## src/rtl/multdiv_seq_ctrl_pkg.sv

```systemverilog
// Shared types and constants for the mult/div sequencing controller.
package multdiv_seq_ctrl_pkg;

  localparam int unsigned DATA_W = 32;
  localparam int unsigned REG_W  = 5;
  localparam int unsigned OP_W   = 5;
  localparam int unsigned PERF_W = 32;

  localparam logic [OP_W-1:0] ALU_OP_MUL = 5'b00110;
  localparam logic [OP_W-1:0] ALU_OP_DIV = 5'b00111;

  localparam int unsigned        TIMEOUT_CYCLES_DEF = 40;
  localparam logic [REG_W-1:0]   RSTATUS_REG_DEF    = 5'd30;
  localparam logic [DATA_W-1:0]  MUL_EXC_CODE_DEF   = 32'd4;
  localparam logic [DATA_W-1:0]  DIV_EXC_CODE_DEF   = 32'd5;

  typedef enum logic [1:0] {
    ST_IDLE = 2'd0,
    ST_BUSY = 2'd1,
    ST_WB   = 2'd2
  } md_state_e;

  typedef enum logic {
    OP_MUL = 1'b0,
    OP_DIV = 1'b1
  } md_op_e;

  // Register-file write request presented during the WB cycle.
  typedef struct packed {
    logic              en;
    logic [REG_W-1:0]  addr;
    logic [DATA_W-1:0] data;
  } wb_req_t;

  function automatic logic is_md_op(input logic is_r, input logic [OP_W-1:0] op);
    return is_r & ((op == ALU_OP_MUL) | (op == ALU_OP_DIV));
  endfunction

endpackage

```

## src/rtl/multdiv_seq_ctrl_if.sv

```systemverilog
// Decode / multdiv / regfile-write signals seen by the mult/div sequencer.
interface multdiv_seq_ctrl_if;
  import multdiv_seq_ctrl_pkg::*;

  logic              is_R;
  logic [OP_W-1:0]   alu_op;
  logic [REG_W-1:0]  rd;
  logic [DATA_W-1:0] md_result;
  logic              md_exception;
  logic              md_ready;

  logic              ctrl_MULT;
  logic              ctrl_DIV;
  logic              stall;
  logic              wb_en;
  logic [REG_W-1:0]  wb_reg;
  logic [DATA_W-1:0] wb_data;
  logic [PERF_W-1:0] perf_busy_cycles;

  // Environment side: decoder and multdiv unit drive, pipeline consumes.
  modport master (
    output is_R, alu_op, rd, md_result, md_exception, md_ready,
    input  ctrl_MULT, ctrl_DIV, stall, wb_en, wb_reg, wb_data, perf_busy_cycles
  );

  // Controller side.
  modport slave (
    input  is_R, alu_op, rd, md_result, md_exception, md_ready,
    output ctrl_MULT, ctrl_DIV, stall, wb_en, wb_reg, wb_data, perf_busy_cycles
  );

endinterface

```

## src/rtl/multdiv_seq_ctrl_timeout.sv

```systemverilog
// Busy-cycle counter with a terminal-count flag at TIMEOUT_CYCLES-1.
module md_timeout_counter #(
  parameter int unsigned TIMEOUT_CYCLES = 40
) (
  input  logic clk,
  input  logic rst_n,
  input  logic clear_i,
  input  logic enable_i,
  output logic term_cnt_c
);

  localparam int unsigned CNT_W = $clog2(TIMEOUT_CYCLES + 1);

  logic [CNT_W-1:0] cnt_q;
  logic [CNT_W-1:0] cnt_d;

  // Holds at TIMEOUT_CYCLES so a stray enable can never wrap to zero.
  always_comb begin
    cnt_d = cnt_q;
    if (clear_i) begin
      cnt_d = '0;
    end else if (enable_i && (cnt_q != CNT_W'(TIMEOUT_CYCLES))) begin
      cnt_d = cnt_q + CNT_W'(1);
    end
  end

  always_ff @(posedge clk or negedge rst_n) begin
    if (!rst_n) begin
      cnt_q <= '0;
    end else begin
      cnt_q <= cnt_d;
    end
  end

  assign term_cnt_c = (cnt_q == CNT_W'(TIMEOUT_CYCLES - 1));

endmodule

```

## src/rtl/multdiv_seq_ctrl.sv

```systemverilog
// Sequences the multi-cycle mult/div unit: start pulse, stall, timeout, one-cycle writeback.
// Optional MD_PERF_CNT_EN adds a saturating stall-cycle counter on perf_busy_cycles.
module multdiv_seq_ctrl
  import multdiv_seq_ctrl_pkg::*;
#(
  parameter int unsigned       TIMEOUT_CYCLES = TIMEOUT_CYCLES_DEF,
  parameter logic [REG_W-1:0]  RSTATUS_REG    = RSTATUS_REG_DEF,
  parameter logic [DATA_W-1:0] MUL_EXC_CODE   = MUL_EXC_CODE_DEF,
  parameter logic [DATA_W-1:0] DIV_EXC_CODE   = DIV_EXC_CODE_DEF
) (
  input  logic               clock,
  input  logic               reset,
  multdiv_seq_ctrl_if.slave  md_bus
);

  md_state_e        state_q, state_d;
  md_op_e           op_q, op_d;
  logic [REG_W-1:0] rd_q, rd_d;
  wb_req_t          wb_q, wb_d;

  logic issue_c;
  logic stall_c;
  logic start_mul_c;
  logic start_div_c;
  logic cnt_clear_c;
  logic cnt_en_c;
  logic timeout_c;
  logic exc_c;

  // Issue is gated by reset so start pulses vanish the moment reset asserts.
  assign issue_c = reset & is_md_op(md_bus.is_R, md_bus.alu_op);

  md_timeout_counter #(
    .TIMEOUT_CYCLES (TIMEOUT_CYCLES)
  ) u_timeout (
    .clk        (clock),
    .rst_n      (reset),
    .clear_i    (cnt_clear_c),
    .enable_i   (cnt_en_c),
    .term_cnt_c (timeout_c)
  );

  always_comb begin
    state_d     = state_q;
    op_d        = op_q;
    rd_d        = rd_q;
    wb_d        = '0;
    stall_c     = 1'b0;
    start_mul_c = 1'b0;
    start_div_c = 1'b0;
    cnt_clear_c = 1'b0;
    cnt_en_c    = 1'b0;
    exc_c       = 1'b0;

    case (state_q)
      ST_IDLE: begin
        if (issue_c) begin
          stall_c     = 1'b1;
          start_mul_c = (md_bus.alu_op == ALU_OP_MUL);
          start_div_c = (md_bus.alu_op == ALU_OP_DIV);
          op_d        = (md_bus.alu_op == ALU_OP_DIV) ? OP_DIV : OP_MUL;
          rd_d        = md_bus.rd;
          cnt_clear_c = 1'b1;
          state_d     = ST_BUSY;
        end
      end

      ST_BUSY: begin
        stall_c  = 1'b1;
        cnt_en_c = 1'b1;
        // A ready arriving on the timeout cycle still delivers its own result.
        if (md_bus.md_ready || timeout_c) begin
          exc_c   = md_bus.md_ready ? md_bus.md_exception : 1'b1;
          state_d = ST_WB;
          if (exc_c) begin
            wb_d.en   = 1'b1;
            wb_d.addr = RSTATUS_REG;
            wb_d.data = (op_q == OP_MUL) ? MUL_EXC_CODE : DIV_EXC_CODE;
          end else begin
            wb_d.en   = (rd_q != '0);
            wb_d.addr = rd_q;
            wb_d.data = md_bus.md_result;
          end
        end
      end

      ST_WB: begin
        state_d = ST_IDLE;
      end

      default: begin
        state_d = ST_IDLE;
      end
    endcase
  end

  always_ff @(posedge clock or negedge reset) begin
    if (!reset) begin
      state_q <= ST_IDLE;
      op_q    <= OP_MUL;
      rd_q    <= '0;
      wb_q    <= '0;
    end else begin
      state_q <= state_d;
      op_q    <= op_d;
      rd_q    <= rd_d;
      wb_q    <= wb_d;
    end
  end

  assign md_bus.ctrl_MULT = start_mul_c;
  assign md_bus.ctrl_DIV  = start_div_c;
  assign md_bus.stall     = stall_c;
  assign md_bus.wb_en     = wb_q.en;
  assign md_bus.wb_reg    = wb_q.addr;
  assign md_bus.wb_data   = wb_q.data;

`ifdef MD_PERF_CNT_EN
  logic [PERF_W-1:0] perf_q;

  // Saturating count of stalled cycles.
  always_ff @(posedge clock or negedge reset) begin
    if (!reset) begin
      perf_q <= '0;
    end else if (stall_c && (perf_q != '1)) begin
      perf_q <= perf_q + PERF_W'(1);
    end
  end

  assign md_bus.perf_busy_cycles = perf_q;
`else
  assign md_bus.perf_busy_cycles = '0;
`endif

endmodule

```

## src/flat_wrapper.sv

```systemverilog
// flat-port wrapper written by rule: the top's interface ports become plain ports
module multdiv_seq_ctrl_flat import multdiv_seq_ctrl_pkg::*;
#(
  parameter int unsigned       TIMEOUT_CYCLES = TIMEOUT_CYCLES_DEF,
  parameter logic [REG_W-1:0]  RSTATUS_REG    = RSTATUS_REG_DEF,
  parameter logic [DATA_W-1:0] MUL_EXC_CODE   = MUL_EXC_CODE_DEF,
  parameter logic [DATA_W-1:0] DIV_EXC_CODE   = DIV_EXC_CODE_DEF
)
  (clock, reset, md_bus_is_R, md_bus_alu_op, md_bus_rd, md_bus_md_result, md_bus_md_exception, md_bus_md_ready, md_bus_ctrl_MULT, md_bus_ctrl_DIV, md_bus_stall, md_bus_wb_en, md_bus_wb_reg, md_bus_wb_data, md_bus_perf_busy_cycles);
  multdiv_seq_ctrl_if md_bus_i ();
  input  logic clock;
  input  logic reset;
  input wire logic [$bits(md_bus_i.is_R)-1:0] md_bus_is_R;
  input wire logic [$bits(md_bus_i.alu_op)-1:0] md_bus_alu_op;
  input wire logic [$bits(md_bus_i.rd)-1:0] md_bus_rd;
  input wire logic [$bits(md_bus_i.md_result)-1:0] md_bus_md_result;
  input wire logic [$bits(md_bus_i.md_exception)-1:0] md_bus_md_exception;
  input wire logic [$bits(md_bus_i.md_ready)-1:0] md_bus_md_ready;
  output wire logic [$bits(md_bus_i.ctrl_MULT)-1:0] md_bus_ctrl_MULT;
  output wire logic [$bits(md_bus_i.ctrl_DIV)-1:0] md_bus_ctrl_DIV;
  output wire logic [$bits(md_bus_i.stall)-1:0] md_bus_stall;
  output wire logic [$bits(md_bus_i.wb_en)-1:0] md_bus_wb_en;
  output wire logic [$bits(md_bus_i.wb_reg)-1:0] md_bus_wb_reg;
  output wire logic [$bits(md_bus_i.wb_data)-1:0] md_bus_wb_data;
  output wire logic [$bits(md_bus_i.perf_busy_cycles)-1:0] md_bus_perf_busy_cycles;
  assign md_bus_i.is_R = md_bus_is_R;
  assign md_bus_i.alu_op = md_bus_alu_op;
  assign md_bus_i.rd = md_bus_rd;
  assign md_bus_i.md_result = md_bus_md_result;
  assign md_bus_i.md_exception = md_bus_md_exception;
  assign md_bus_i.md_ready = md_bus_md_ready;
  assign md_bus_ctrl_MULT = md_bus_i.ctrl_MULT;
  assign md_bus_ctrl_DIV = md_bus_i.ctrl_DIV;
  assign md_bus_stall = md_bus_i.stall;
  assign md_bus_wb_en = md_bus_i.wb_en;
  assign md_bus_wb_reg = md_bus_i.wb_reg;
  assign md_bus_wb_data = md_bus_i.wb_data;
  assign md_bus_perf_busy_cycles = md_bus_i.perf_busy_cycles;
  multdiv_seq_ctrl #(.TIMEOUT_CYCLES(TIMEOUT_CYCLES), .RSTATUS_REG(RSTATUS_REG), .MUL_EXC_CODE(MUL_EXC_CODE), .DIV_EXC_CODE(DIV_EXC_CODE)) u_core (.clock(clock), .reset(reset), .md_bus(md_bus_i));
endmodule
```

## config.mk

```make
export PLATFORM = sky130hd
export DESIGN_NAME = multdiv_seq_ctrl_flat
export DESIGN_NICKNAME = d
export VERILOG_FILES = /design/src/rtl/multdiv_seq_ctrl_pkg.sv /design/src/rtl/multdiv_seq_ctrl_if.sv /design/src/rtl/multdiv_seq_ctrl_timeout.sv /design/src/rtl/multdiv_seq_ctrl.sv /design/src/flat_wrapper.sv
export SDC_FILE = /design/constraint.sdc
export NUM_CORES = 1
export LEC_CHECK = 0
export ABC_CLOCK_PERIOD_IN_PS = 1550
export BUFFER_PORTS_ARGS = -buffer_cell sky130_fd_sc_hd__buf_4
export CAP_MARGIN = 5
export CORE_AREA = 2 2 109 58
export DETAILED_ROUTE_END_ITERATION = 12
export DIE_AREA = 0 0 111 60
export PLACE_DENSITY = 0.75
export SYNTH_ARGS = -nofsm -noshare
export SYNTH_HDL_FRONTEND = slang
export SYNTH_SLANG_ARGS = --single-unit
```

## constraint.sdc

```tcl
create_clock -name clock -period 1.55 [get_ports clock]
set_input_delay 0.2325 -clock clock [delete_from_list [all_inputs] [get_ports clock]]
set_output_delay 0.2325 -clock clock [all_outputs]
set_load 0.01 [all_outputs]
```

* Word level (Yosys, flattened, before mapping) *
Index checks and enable logic that the tools add are counted.

operators by class
  add/sub/neg operators = 1
  $mul = 0
  divide/modulo/power cells = 0
  magnitude comparators = 0
  equal/unequal tests = 7
  shifts and indexed selects = 0
  mux-type cells = 19
  bitwise operators = 3
  reduce and logical (&&, ||, !) cells = 7

operator list
  cell                                                                    number
  38-bit 2-to-1 mux                                                       3
  6-bit 2-to-1 mux                                                        2
  5-bit by 3-bit equality test with 1-bit output (second input constant)  2
  1-bit 2-to-1 mux                                                        10
  6-bit by 1-bit adder with 6-bit output (second input constant)          1
  6-bit equality test (second input constant)                             1
  6-bit != test (second input constant)                                   1
  5-bit nonzero test                                                      1
  2-bit 2-to-1 mux                                                        2
  2-bit by 1-bit != test with 1-bit output (second input constant)        2
  2-bit case mux with 2 select lines                                      1
  2-bit AND reduction                                                     2
  1-bit AND                                                               2
  2-bit by 1-bit equality test with 1-bit output (second input constant)  1
  2-bit logical NOT                                                       1
  1-bit case mux with 2 select lines                                      1
  2-bit nonzero test                                                      1
  1-bit logical AND                                                       1
  1-bit logical OR                                                        1
  1-bit OR                                                                1

word-level totals
  register bits after elaboration = 52
  latch bits = 0
  memory bits (writable) = 0
  ROM bits = 0
  output and inout bits = 73
  logic and storage cells = 44
  memories kept = 0

* Depth between registers and ports, before layout *
  depth in word-level cells = 7
  depth in mapped cells = 5

* Hierarchy *
From an unflattened synthesis, not the netlist that was laid out.

unflattened totals
  cells, all modules = 191
  area, all modules = 2,278.4 sq um

by module, submodules not included
  module              times used  cells an instance  area each (sq um)
  multdiv_seq_ctrl    1           149                1,878.1
  md_timeout_counter  1           42                 400.4

* Worst setup path after synthesis *
OpenSTA, ideal clock, no wires.

  kind = reg-to-output
  start = reg u_core.state_q[0]
  end = out md_bus_ctrl_MULT
  arrival time = 1.427 ns
  required time = 1.317 ns
  setup slack = -0.110 ns
  stages on the path, launching flop included = 4
  path through = dfrtp_1 or4b_4 or2_2 nor2_1

on the way
  longest elaborated chain between the ends = 2

RTL lines
  element                 line                     RTL
  from (decl)             multdiv_seq_ctrl.sv:16   md_state_e state_q, state_d;
  from (signal assigned)  multdiv_seq_ctrl.sv:104  state_q <= state_d;
  2-bit logical NOT       multdiv_seq_ctrl.sv:55   case (state_q)
  1-bit 2-to-1 mux        multdiv_seq_ctrl.sv:55
  to (decl)               flat_wrapper.sv:19       output wire logic [$bits(md_bus_i.ctrl_MULT)-1:0] md_bus_ctrl_MULT;

No other way between the ends.

* Final worst setup path *
  start = reg u_core.state_q[1]
  end = out md_bus_ctrl_MULT

The elaborated chain is that of the path after synthesis.

==> load_flow_metrics.sql <==
INSERT INTO impl_metrics (metric_group, metric, value, unit) VALUES
('detailed_routing', 'detail_route.iter0.violations', '106', ''),
('power_and_ir_drop', 'leakagePower', '1.68', 'nW'),
('worst_setup_path', 'cp.arrival', '1.70', 'ns'),
('power_and_ir_drop', 'power.density_cell_area', '993', 'mW/mm²'),
('floorplan', 'die_w', '111', 'µm'),
('clock_network', 'level_count_of_the_clock_h_tree', '2', ''),
('grt', 'grt.total_usage', '15.4', '%'),
('worst_setup_path', 'path_class', 'flip-flop to output port', ''),
('clock_network', 'clock_sinks', '52', ''),
('detailed_routing', 'routed_wire_length_per_instance', '14.1', 'µm'),
('final_layout', 'post_route_cells_drive_above_1_share', '43.9', '%'),
('worst_setup_path', 'worst_ep_required_time', '1.32', 'ns'),
('worst_setup_path', 'setup.worst_path.start_class', 'flip-flop', ''),
('power_and_ir_drop', 'vdd.ir_drop.worst', '0.000450', 'V'),
('detailed_routing', 'route.detailed.vias_per_inst', '4.34', ''),
('final_layout', 'largest_reg_flops', '32', ''),
('timing', 'rsz0062_at_grt', 'true', ''),
('logic_synthesis', 'seq_area_frac_synth', '58.3', '%'),
('logic_synthesis', 'yosysUniqueCellTypes', '33', ''),
('grt', 'antenna_violations_before_repair', '0', ''),
('detailed_routing', 'ant_nets', '0', ''),
('timing', 'postLayoutSetupSlackWorst', '-0.382', 'ns'),
('clock_network', 'clock_path_buffers', '2', ''),
('logic_synthesis', 'synth_ff_type', 'dfrtp_1', ''),
('timing', 'period_minus_slack', '1.93', 'ns'),
('detailed_routing', 'first_pass_iters', '4', ''),
('final_layout', 'final_cells', '364', ''),
('outcome', 'violations', 'setup timing', ''),
('timing', 'max_clock_freq', '0.518', 'GHz'),
('worst_setup_path', 'timing.critical_path.to_type', 'output port', ''),
('timing', 'tightestPinTransition', '0.644', 'ns'),
('placement', 'hpwlAfterDp', '3680', 'µm'),
('floorplan', 'floorplan.core_area', '0.00578', 'mm²'),
('detailed_routing', 'postRouteWirelength', '5140', 'µm'),
('grt', 'pin_count_of_the_biggest_net_entering_global_routing', '53', ''),
('logic_synthesis', 'synth_warnings', '0', ''),
('logic_synthesis', 'postSynthAreaPerCell', '11.9', 'µm²'),
('clock_network', 'tritoncts', 'yes', ''),
('worst_setup_path', 'r2r_setup_slack', '-0.22', 'ns'),
('timing', 'slew_violations', '0', ''),
('logic_synthesis', 'ys_async_sr_fraction', '100', '%'),
('timing', 'worst_slew_margin_rel', '57.0', '%'),
('placement', 'portBuffers', '87', ''),
('detailed_routing', 'routed-via-count', '1578', ''),
('final_layout', 'layout.nets', '335', ''),
('logic_synthesis', 'post_synth_instance_area', '0.00223', 'mm²'),
('detailed_routing', 'post-route-drc-count', '0', ''),
('timing', 'holdWs', '0.0981', 'ns'),
('clock_network', 'cts-buffers-inserted', '5', ''),
('logic_synthesis', 'synth-seq-cells', '52', ''),
('floorplan', 'fp-row-count', '20', ''),
('worst_setup_path', 'reg2reg_from', 'u_core.state_q[1]$_DFFE_PN0P_', ''),
('placement', 'routabilityCongestion', '0.840', ''),
('worst_setup_path', 'r2r.worst_path.cells', '5', ''),
('timing', 'timing.final.crit_share', '125', '%'),
('floorplan', 'num_io_pins', '120', ''),
('floorplan', 'die_h', '60', 'µm'),
('placement', 'numPlacedInstances', '354', ''),
('clock_network', 'worstSkewPairLatency', '0.28', 'ns'),
('final_layout', 'antennaDiodeCount', '0', ''),
('flow_run', 'cap_violations', '0', ''),
('worst_setup_path', 'path_max_fanout', '3', ''),
('grt', 'grt.overflow.total', '0', ''),
('timing', 'finalHoldViolCount', '0', ''),
('outcome', 'outcome', 'complete, but fails checks', ''),
('worst_setup_path', 'reg2reg_to', 'u_core.rd_q[3]$_DFFE_PN0N_', ''),
('timing', 'fin_worst_skew', '0.00690', 'ns'),
('floorplan', 'floorplan.initialDensity', '38.6', '%'),
('hold_path', 'min_path_type', 'input pin to asynchronous set/reset pin', ''),
('floorplan', 'die-area', '0.00666', 'mm²'),
('timing', 'setup_viol', '13', ''),
('clock_network', 'worst_setup_hold_path_clk_slew', '0.07', 'ns'),
('grt', 'number_of_global_route_vias_before_repair', '1458', ''),
('clock_network', 'cts-root-buf', 'clkbuf_16', ''),
('grt', 'global_route_wire_length_before_repair', '7720', 'µm'),
('logic_synthesis', 'synth_enable_flop_cells', '0', ''),
('logic_synthesis', 'synthesis.instances', '187', ''),
('final_layout', 'area_growth', '41.0', '%');
cells by family after synthesis:
kind of cell | Yosys count | synth area share [%]
flops | 52 | 58.3
fa+ha+maj | 2 | 1.12
other cells | 1 | 0.168
mux | 9 | 5.22
buf+inv | 45 | 13.7
compound gates | 13 | 3.93
simple gates | 65 | 17.6
cells in the mapped netlist (3+ instances only):
library cell,n,share of area [%]
o21ai_0,4,0.90
mux2i_1,3,1.3
clkbuf_1,5,0.84
and2_1,31,8.7
a21oi_1,3,0.67
nor2_1,8,1.3
inv_1,7,1.2
nand2_1,3,0.50
mux2_4,5,3.4
buf_4,32,11
dfrtp_1,52,58
nor3_1,8,1.8
worst max path at each step:
stage | slack [ns] | cells past startpoint | startpoint | end
6_report | -0.38 | 4 | u_core.state_q[1]$_DFFE_PN0P_ | md_bus_ctrl_MULT
5_1_grt | -0.41 | 4 | u_core.state_q[1]$_DFFE_PN0P_ | md_bus_ctrl_MULT
4_1_cts | -0.41 | 4 | u_core.state_q[1]$_DFFE_PN0P_ | md_bus_ctrl_MULT
3_5_place_dp | -0.16 | 4 | u_core.state_q[1]$_DFFE_PN0P_ | u_core.rd_q[2]$_DFFE_PN0N_
3_3_place_gp | -0.12 | 5 | md_bus_alu_op[3] | md_bus_ctrl_MULT
2_1_floorplan | -0.07 | 4 | u_core.state_q[1]$_DFFE_PN0P_ | u_core.op_q$_DFFE_PN0N_
report_power, final:
part	switching (mW)	total, mW	internal [mW]
Clock	0.464	1.11	0.644
Combinational	0.232	0.462	0.230
Sequential	0.107	1.56	1.45
Total	0.802	3.13	2.32
area by class of cell:
| cell class | count | area [µm²] |
|---|---|---|
| clock buffer | 7 | 143 |
| tap | 77 | 96.3 |
| fill | 508 | 2640 |
| clock inverter | 1 | 7.51 |
| timing repair buffer | 99 | 787 |
| multi-input combinational | 121 | 785 |
| sequential | 52 | 1300 |
| inverter | 7 | 26.3 |
per-layer routing:
layer	global-route usage [%]	vias to the layer above	share of wire, %
li1	-	742	-
met1	23.0	749	51
met2	21.2	85	40
met3	5.98	2	9.0
met4	2.68	0	0.23
met5	0	-	0
placed cells by master, fill, tap and decap left out, types with 2 or more instances in the layout:
cell type / count
dfrtp_1: 52
ha_1: 2
inv_1: 7
buf_12: 2
buf_6: 3
nor2_2: 2
nand4b_1: 2
conb_1: 32
or3_1: 2
nor3_1: 8
nor2_1: 6
mux2_4: 6
buf_4: 93
nand3b_1: 2
o21ai_0: 3
a21oi_2: 3
and2_1: 31
mux2i_1: 3
clkbuf_16: 5
nand2_1: 2
worst max-delay path, stage by stage, from the launching register on:
cell	delay (ns)
dfrtp_1	0.39
or4b_4	0.57
or2_4	0.26
nor2_2	0.08
buf_4	0.12
metrics by stage:
step	setup TNS (ns)	power (mW)	cell area [µm²]	setup slack, ns	utilization [%]
after floorplan	-0.476	1.84	2350	-0.0717	-
after detailed placement	-1.13	1.99	2930	-0.158	50.6
after global routing	-2.73	3.29	3150	-0.410	54.4
after CTS	-2.17	3.11	3110	-0.406	53.7
final	-2.41	3.13	3150	-0.382	54.4
after global placement	-0.783	1.98	2930	-0.122	50.6
repair_timing:
item | in CTS | in global routing
endpoints found under the setup margin | 13 | 16
pin swaps | 3 | 2
hold buffers | 0 | 0
buffers inserted | 1 | 2
resized for setup | 7 | 9
(Power assumes the default switching activity.)
